**config.mk**
```make
export PLATFORM = sky130hd
export DESIGN_NAME = seq_detect_param_flat
export DESIGN_NICKNAME = d
export VERILOG_FILES = /design/src/rtl/seq_detect_param_if.sv /design/src/rtl/seq_detect_param.sv /design/src/flat_wrapper.sv
export SDC_FILE = /design/constraint.sdc
export NUM_CORES = 1
export LEC_CHECK = 0
export CORE_MARGIN = 8
export CORE_UTILIZATION = 43
export DETAILED_ROUTE_END_ITERATION = 12
export PLACE_DENSITY = 0.8
export SLEW_MARGIN = 40
export SYNTH_ARGS = -nofsm -noshare
export SYNTH_HDL_FRONTEND = slang
export SYNTH_SLANG_ARGS = --single-unit
```
**constraint.sdc**
```tcl
create_clock -name clk -period 2.9 [get_ports clk]
set_input_delay 0.29 -clock clk [delete_from_list [all_inputs] [get_ports clk]]
set_output_delay 0.29 -clock clk [all_outputs]
set_load 0.01 [all_outputs]
```
**src/rtl/seq_detect_param_if.sv**
```systemverilog
// Control/status bundle between a serial front-end and the sequence detector.
// The front-end side is the master; the detector is the slave.
interface seq_detect_param_if #(
   parameter int PAT_LEN = 4,
   parameter int CNT_W   = 8
) ();
   logic               en;
   logic               w;
   logic               overlap;
   logic               pat_load;
   logic [PAT_LEN-1:0] pat_in;
   logic               cnt_clr;
   logic               z;
   logic [CNT_W-1:0]   match_cnt;
   logic               armed;

   modport master (
      output en, w, overlap, pat_load, pat_in, cnt_clr,
      input  z, match_cnt, armed
   );

   modport slave (
      input  en, w, overlap, pat_load, pat_in, cnt_clr,
      output z, match_cnt, armed
   );
endinterface

```
**src/rtl/seq_detect_param.sv**
```systemverilog
// Programmable serial pattern detector with overlap control, optional
// registered match output and a saturating match counter.
module seq_detect_param #(
   parameter int                 PAT_LEN   = 4,
   parameter logic [PAT_LEN-1:0] PAT_RESET = 4'b0011,
   parameter int                 CNT_W     = 8,
   parameter bit                 REG_OUT   = 1'b0
) (
   input logic               clk,
   input logic               reset,
   seq_detect_param_if.slave bus
);

   localparam int                FILL_W   = $clog2(PAT_LEN);
   localparam logic [FILL_W-1:0] FILL_MAX = FILL_W'(PAT_LEN - 1);
   localparam logic [CNT_W-1:0]  CNT_MAX  = '1;

   // Detector state is the number of valid history bits held.
   typedef enum logic [1:0] {
      ST_EMPTY,
      ST_FILLING,
      ST_ARMED
   } fill_state_e;

   logic [PAT_LEN-2:0] hist_q, hist_d;
   logic [FILL_W-1:0]  fill_q, fill_d;
   logic [PAT_LEN-1:0] pat_q, pat_d;
   logic [CNT_W-1:0]   cnt_q, cnt_d;

   fill_state_e        fill_state;
   logic [PAT_LEN-1:0] hist_w;
   logic               hit;

   // NOTE: sequential state uses non-blocking assignments so every flop
   // samples the pre-edge value of its neighbours.
   always_ff @(posedge clk or negedge reset) begin
      if (!reset) begin
         hist_q <= '0;
         fill_q <= '0;
         pat_q  <= PAT_RESET;
         cnt_q  <= '0;
      end else begin
         hist_q <= hist_d;
         fill_q <= fill_d;
         pat_q  <= pat_d;
         cnt_q  <= cnt_d;
      end
   end

   // NOTE: every variable written in a combinational block gets a default
   // first, so no path leaves it unassigned and no latch is inferred.
   always_comb begin
      fill_state = ST_FILLING;
      if (fill_q == '0) begin
         fill_state = ST_EMPTY;
      end else if (fill_q == FILL_MAX) begin
         fill_state = ST_ARMED;
      end
   end

   // The candidate window is the stored history plus the bit on the wire.
   assign hist_w = {hist_q, bus.w};
   assign hit    = bus.en & ~bus.pat_load & (fill_state == ST_ARMED)
                 & (hist_w == pat_q);

   always_comb begin
      hist_d = hist_q;
      fill_d = fill_q;
      pat_d  = pat_q;

      if (bus.pat_load) begin
         pat_d  = bus.pat_in;
         fill_d = '0;
      end else if (bus.en) begin
         hist_d = hist_w[PAT_LEN-2:0];
         case (fill_state)
            ST_ARMED: begin
               if (hit && !bus.overlap) begin
                  fill_d = '0;
                  hist_d = '0;
               end
            end
            default: fill_d = fill_q + 1'b1;
         endcase
      end
   end

   // Clear beats a coincident hit so software sees a clean zero.
   always_comb begin
      cnt_d = cnt_q;
      if (bus.cnt_clr) begin
         cnt_d = '0;
      end else if (hit && (cnt_q != CNT_MAX)) begin
         cnt_d = cnt_q + 1'b1;
      end
   end

   generate
      if (REG_OUT) begin : g_reg_z
         logic z_q, z_d;

         assign z_d = hit;

         always_ff @(posedge clk or negedge reset) begin
            if (!reset) begin
               z_q <= 1'b0;
            end else begin
               z_q <= z_d;
            end
         end

         assign bus.z = z_q;
      end else begin : g_mealy_z
         assign bus.z = hit;
      end
   endgenerate

   assign bus.match_cnt = cnt_q;
   assign bus.armed     = (fill_state == ST_ARMED);

endmodule
```
**src/flat_wrapper.sv**
```systemverilog
// flat-port wrapper written by rule: the top's interface ports become plain ports
module seq_detect_param_flat 
#(
   parameter int                 PAT_LEN   = 4,
   parameter logic [PAT_LEN-1:0] PAT_RESET = 4'b0011,
   parameter int                 CNT_W     = 8,
   parameter bit                 REG_OUT   = 1'b0
)
  (clk, reset, bus_en, bus_w, bus_overlap, bus_pat_load, bus_pat_in, bus_cnt_clr, bus_z, bus_match_cnt, bus_armed);
  seq_detect_param_if #(.PAT_LEN(PAT_LEN), .CNT_W(CNT_W)) bus_i ();
  input logic clk;
  input logic reset;
  input wire logic [$bits(bus_i.en)-1:0] bus_en;
  input wire logic [$bits(bus_i.w)-1:0] bus_w;
  input wire logic [$bits(bus_i.overlap)-1:0] bus_overlap;
  input wire logic [$bits(bus_i.pat_load)-1:0] bus_pat_load;
  input wire logic [$bits(bus_i.pat_in)-1:0] bus_pat_in;
  input wire logic [$bits(bus_i.cnt_clr)-1:0] bus_cnt_clr;
  output wire logic [$bits(bus_i.z)-1:0] bus_z;
  output wire logic [$bits(bus_i.match_cnt)-1:0] bus_match_cnt;
  output wire logic [$bits(bus_i.armed)-1:0] bus_armed;
  assign bus_i.en = bus_en;
  assign bus_i.w = bus_w;
  assign bus_i.overlap = bus_overlap;
  assign bus_i.pat_load = bus_pat_load;
  assign bus_i.pat_in = bus_pat_in;
  assign bus_i.cnt_clr = bus_cnt_clr;
  assign bus_z = bus_i.z;
  assign bus_match_cnt = bus_i.match_cnt;
  assign bus_armed = bus_i.armed;
  seq_detect_param #(.PAT_LEN(PAT_LEN), .PAT_RESET(PAT_RESET), .CNT_W(CNT_W), .REG_OUT(REG_OUT)) u_core (.clk(clk), .reset(reset), .bus(bus_i));
endmodule
```
==> results.ini <==
[timing]
max_freq_ghz=0.458
relSlewSlack_pct=74.3
setup_viol=0
slew_violations=0
hold_viol=0
worst_slew_pin_slew_ps=385
period_share_pct=75.4
fin_skew_ps=3.96
fin_crit_ps=2190
fin_tns_setup_ps=0
fin_ws_ps=715
rsz0062_at_grt=false

[floorplan]
core_sq_mm=0.00198
ios=21
die_w_um=62.0
rows=16
die_h_um=62.0
die_area_sq_mm=0.00384
start_util_pct=45.9

[drt]
dr.first_iter.drc_count=15
via_per_inst=5.41
drcViolationCount=0
num_vias=757
routedWlPerCell_um=12.9
firstDrtPassIters=4
routed_wl_mm=1.80
antenna_left=0

[synthesis]
syn_area_sq_um=910
synth-compound-area-share_pct=14.2
synth_most_common_cell=dfrtp_1
synth-edff-count=0
synth_xor_area_share_pct=3.85
synth_seq_cells=17
synthTopCellsByCount=dfrtp_1 (15), nand2_1 (8), a21oi_1 (7)
syn_nets=103
synth.distinct_cells=28
synth_simple_gate_area_share_pct=21.2
synthFlopType=dfrtp_1
syn_avg_cell_area_sq_um=10.1
yosysSeqAreaShare_pct=47.0
synth.area.mux_share_pct=7.29
yosysTopAreaCell=dfrtp_1
synth_area_leaders=dfrtp_1 (41%), mux2_2 (6.2%), dfstp_2 (5.8%)
async_flop_share_pct=100
syn_inst=90
yosysWarnings=0
synth_top_area_share_pct=41.3
synth_adder_area_share_pct=2.75
synth_top_family_by_area=simple AND/OR/NAND/NOR gates

[cells_and_area]
nets=127
drive_above_1_share_pct=11.5
area_growth_pct=27.9
n_antenna_cell=0

[place]
gp_congestion=0.844
numPortBuffers=20
dp_hpwl_mm=1.38
place_worst_setup_slack_ps=735

[outcome]
outcome=finished, final reports clean

[setup_path]
critical_path_class=reg2out
start_kind=register
critPathArrivalTime_ps=1900
cp_max_fo=18
crit_path_end_kind=primary output
crit_required_ps=2610

[clock_tree]
max-clock-path-buffers=2
numClockSinks=17
cts_tree=yes
cts_buffers=3
cts_root_buf=clkbuf_4
h-tree-depth=1
clock_latency_ps=280
clk_pin_slew_ps=100

[global_routing]
grt_pass1_vias=706
antenna_found_initial=0
grt_overflow=0
track_usage_pct=10.9
grt_start_max_net_pins=19
grt_pass1_wl_mm=3.15

[job]
cap_viol_max_count=0

[pwr]
p_per_area_mw_per_mm2=391
leakage_nw=0.458
irDropWorstVdd_mv=0.246

[hold_path]
holdCritPathClass=in2async

[critical path, cell delays in order (launching register included)]
cell and delay, ps:
dfstp_2 550, xnor2_1 110, nand4_1 110, buf_4 200, nor2_1 110, clkdlybuf4s50_1 540
[cell type report]
class                   instances  area [sq um]
repair buffers                 22           213
well taps                      27          33.8
fillers                       173           818
clock buffers                   4          26.3
flip-flops and latches         17           428
inverters                       4          15.0
multi-input cells              66           448
[report_power, final]
part / leakage, nW / switching (W) / internal (W)
clock network: 0.0150 / 0.0000700 / 0.0000534
registers: 0.221 / 0.0000112 / 0.000254
logic: 0.222 / 0.0000306 / 0.0000363
[layout by cell type (no fill, tap or decap), drive strengths merged]
cell type / synthesis / routed
dfstp: 2 / 2
nand2b: 4 / 4
clkbuf: 1 / 4
o31ai: 4 / 4
nor3: 1 / 1
nand3: 3 / 3
nand3b: 1 / 1
inv: 4 / 4
clkdlybuf4s50: 0 / 19
a21oi: 7 / 7
dfrtp: 15 / 15
nor4: 1 / 1
or3: 3 / 3
and4: 1 / 1
mux2: 5 / 5
or4: 4 / 4
and3: 1 / 1
o32ai: 2 / 2
nand2: 8 / 8
ha: 2 / 2
a21o: 1 / 1
dlygate4sd3: 0 / 1
nand4: 2 / 2
buf: 2 / 2
xnor2: 4 / 4
o21ai: 6 / 6
a211o: 1 / 1
mux2i: 1 / 1
nor2: 4 / 4
[final timing paths]
check / from / endpoint / slack (ps) / depth (start not counted)
max: u_core.pat_q[0] / bus_z / 710 / 5
min: reset / u_core.bus.match_cnt[1] / 460 / 2
max reg2reg: u_core.bus.match_cnt[0] / u_core.bus.match_cnt[6] / 1050 / 5
min reg2reg: u_core.fill_q[0] / u_core.fill_q[0] / 530 / 1
max in group asynchronous: reset / u_core.pat_q[0] / 2120 / 2
min in group clk: u_core.fill_q[0] / u_core.fill_q[0] / 530 / 1
[sequential cells by signal (all words and copies together), names as in the netlist]
signal / flops
u_core.bus.match_cnt: 8
u_core.pat_q: 4
u_core.hist_q: 3
u_core.fill_q: 2
[through the flow]
step	utilization (%)	cells	cell area [sq um]	hold slack, ps	total power (W)
after global placement	57.1	135	1130	493	0.000335
after floorplan	-	90	910	-5.59	0.000309
after CTS	58.5	139	1160	468	0.000465
final	58.7	140	1160	458	0.000455
after global routing	58.7	140	1160	506	0.000482
after detailed placement	57.1	135	1130	515	0.000337
[per-layer routing]
metal	wire length, um	vias up	share of wire [%]	track usage, %
met3	135	2	7.5	2.26
met4	6	0	0.33	4.87
met5	0	-	0	0
met2	849	19	47	17.8
li1	-	375	-	-
met1	812	361	45	13.5
[kinds of logic after synthesis]
| group | after synthesis |
|---|---|
| compound gates | 21 |
| fa+ha+maj | 2 |
| simple gates | 33 |
| xor+xnor | 4 |
| flops | 17 |
| mux | 6 |
| buf+inv | 7 |
[what timing repair did]
action,in CTS,in global routing
buffers inserted,0,0
hold buffers,0,1
hold endpoints to repair,0,15
gates resized for setup,0,0
Power figures use the tool's default switching activity.
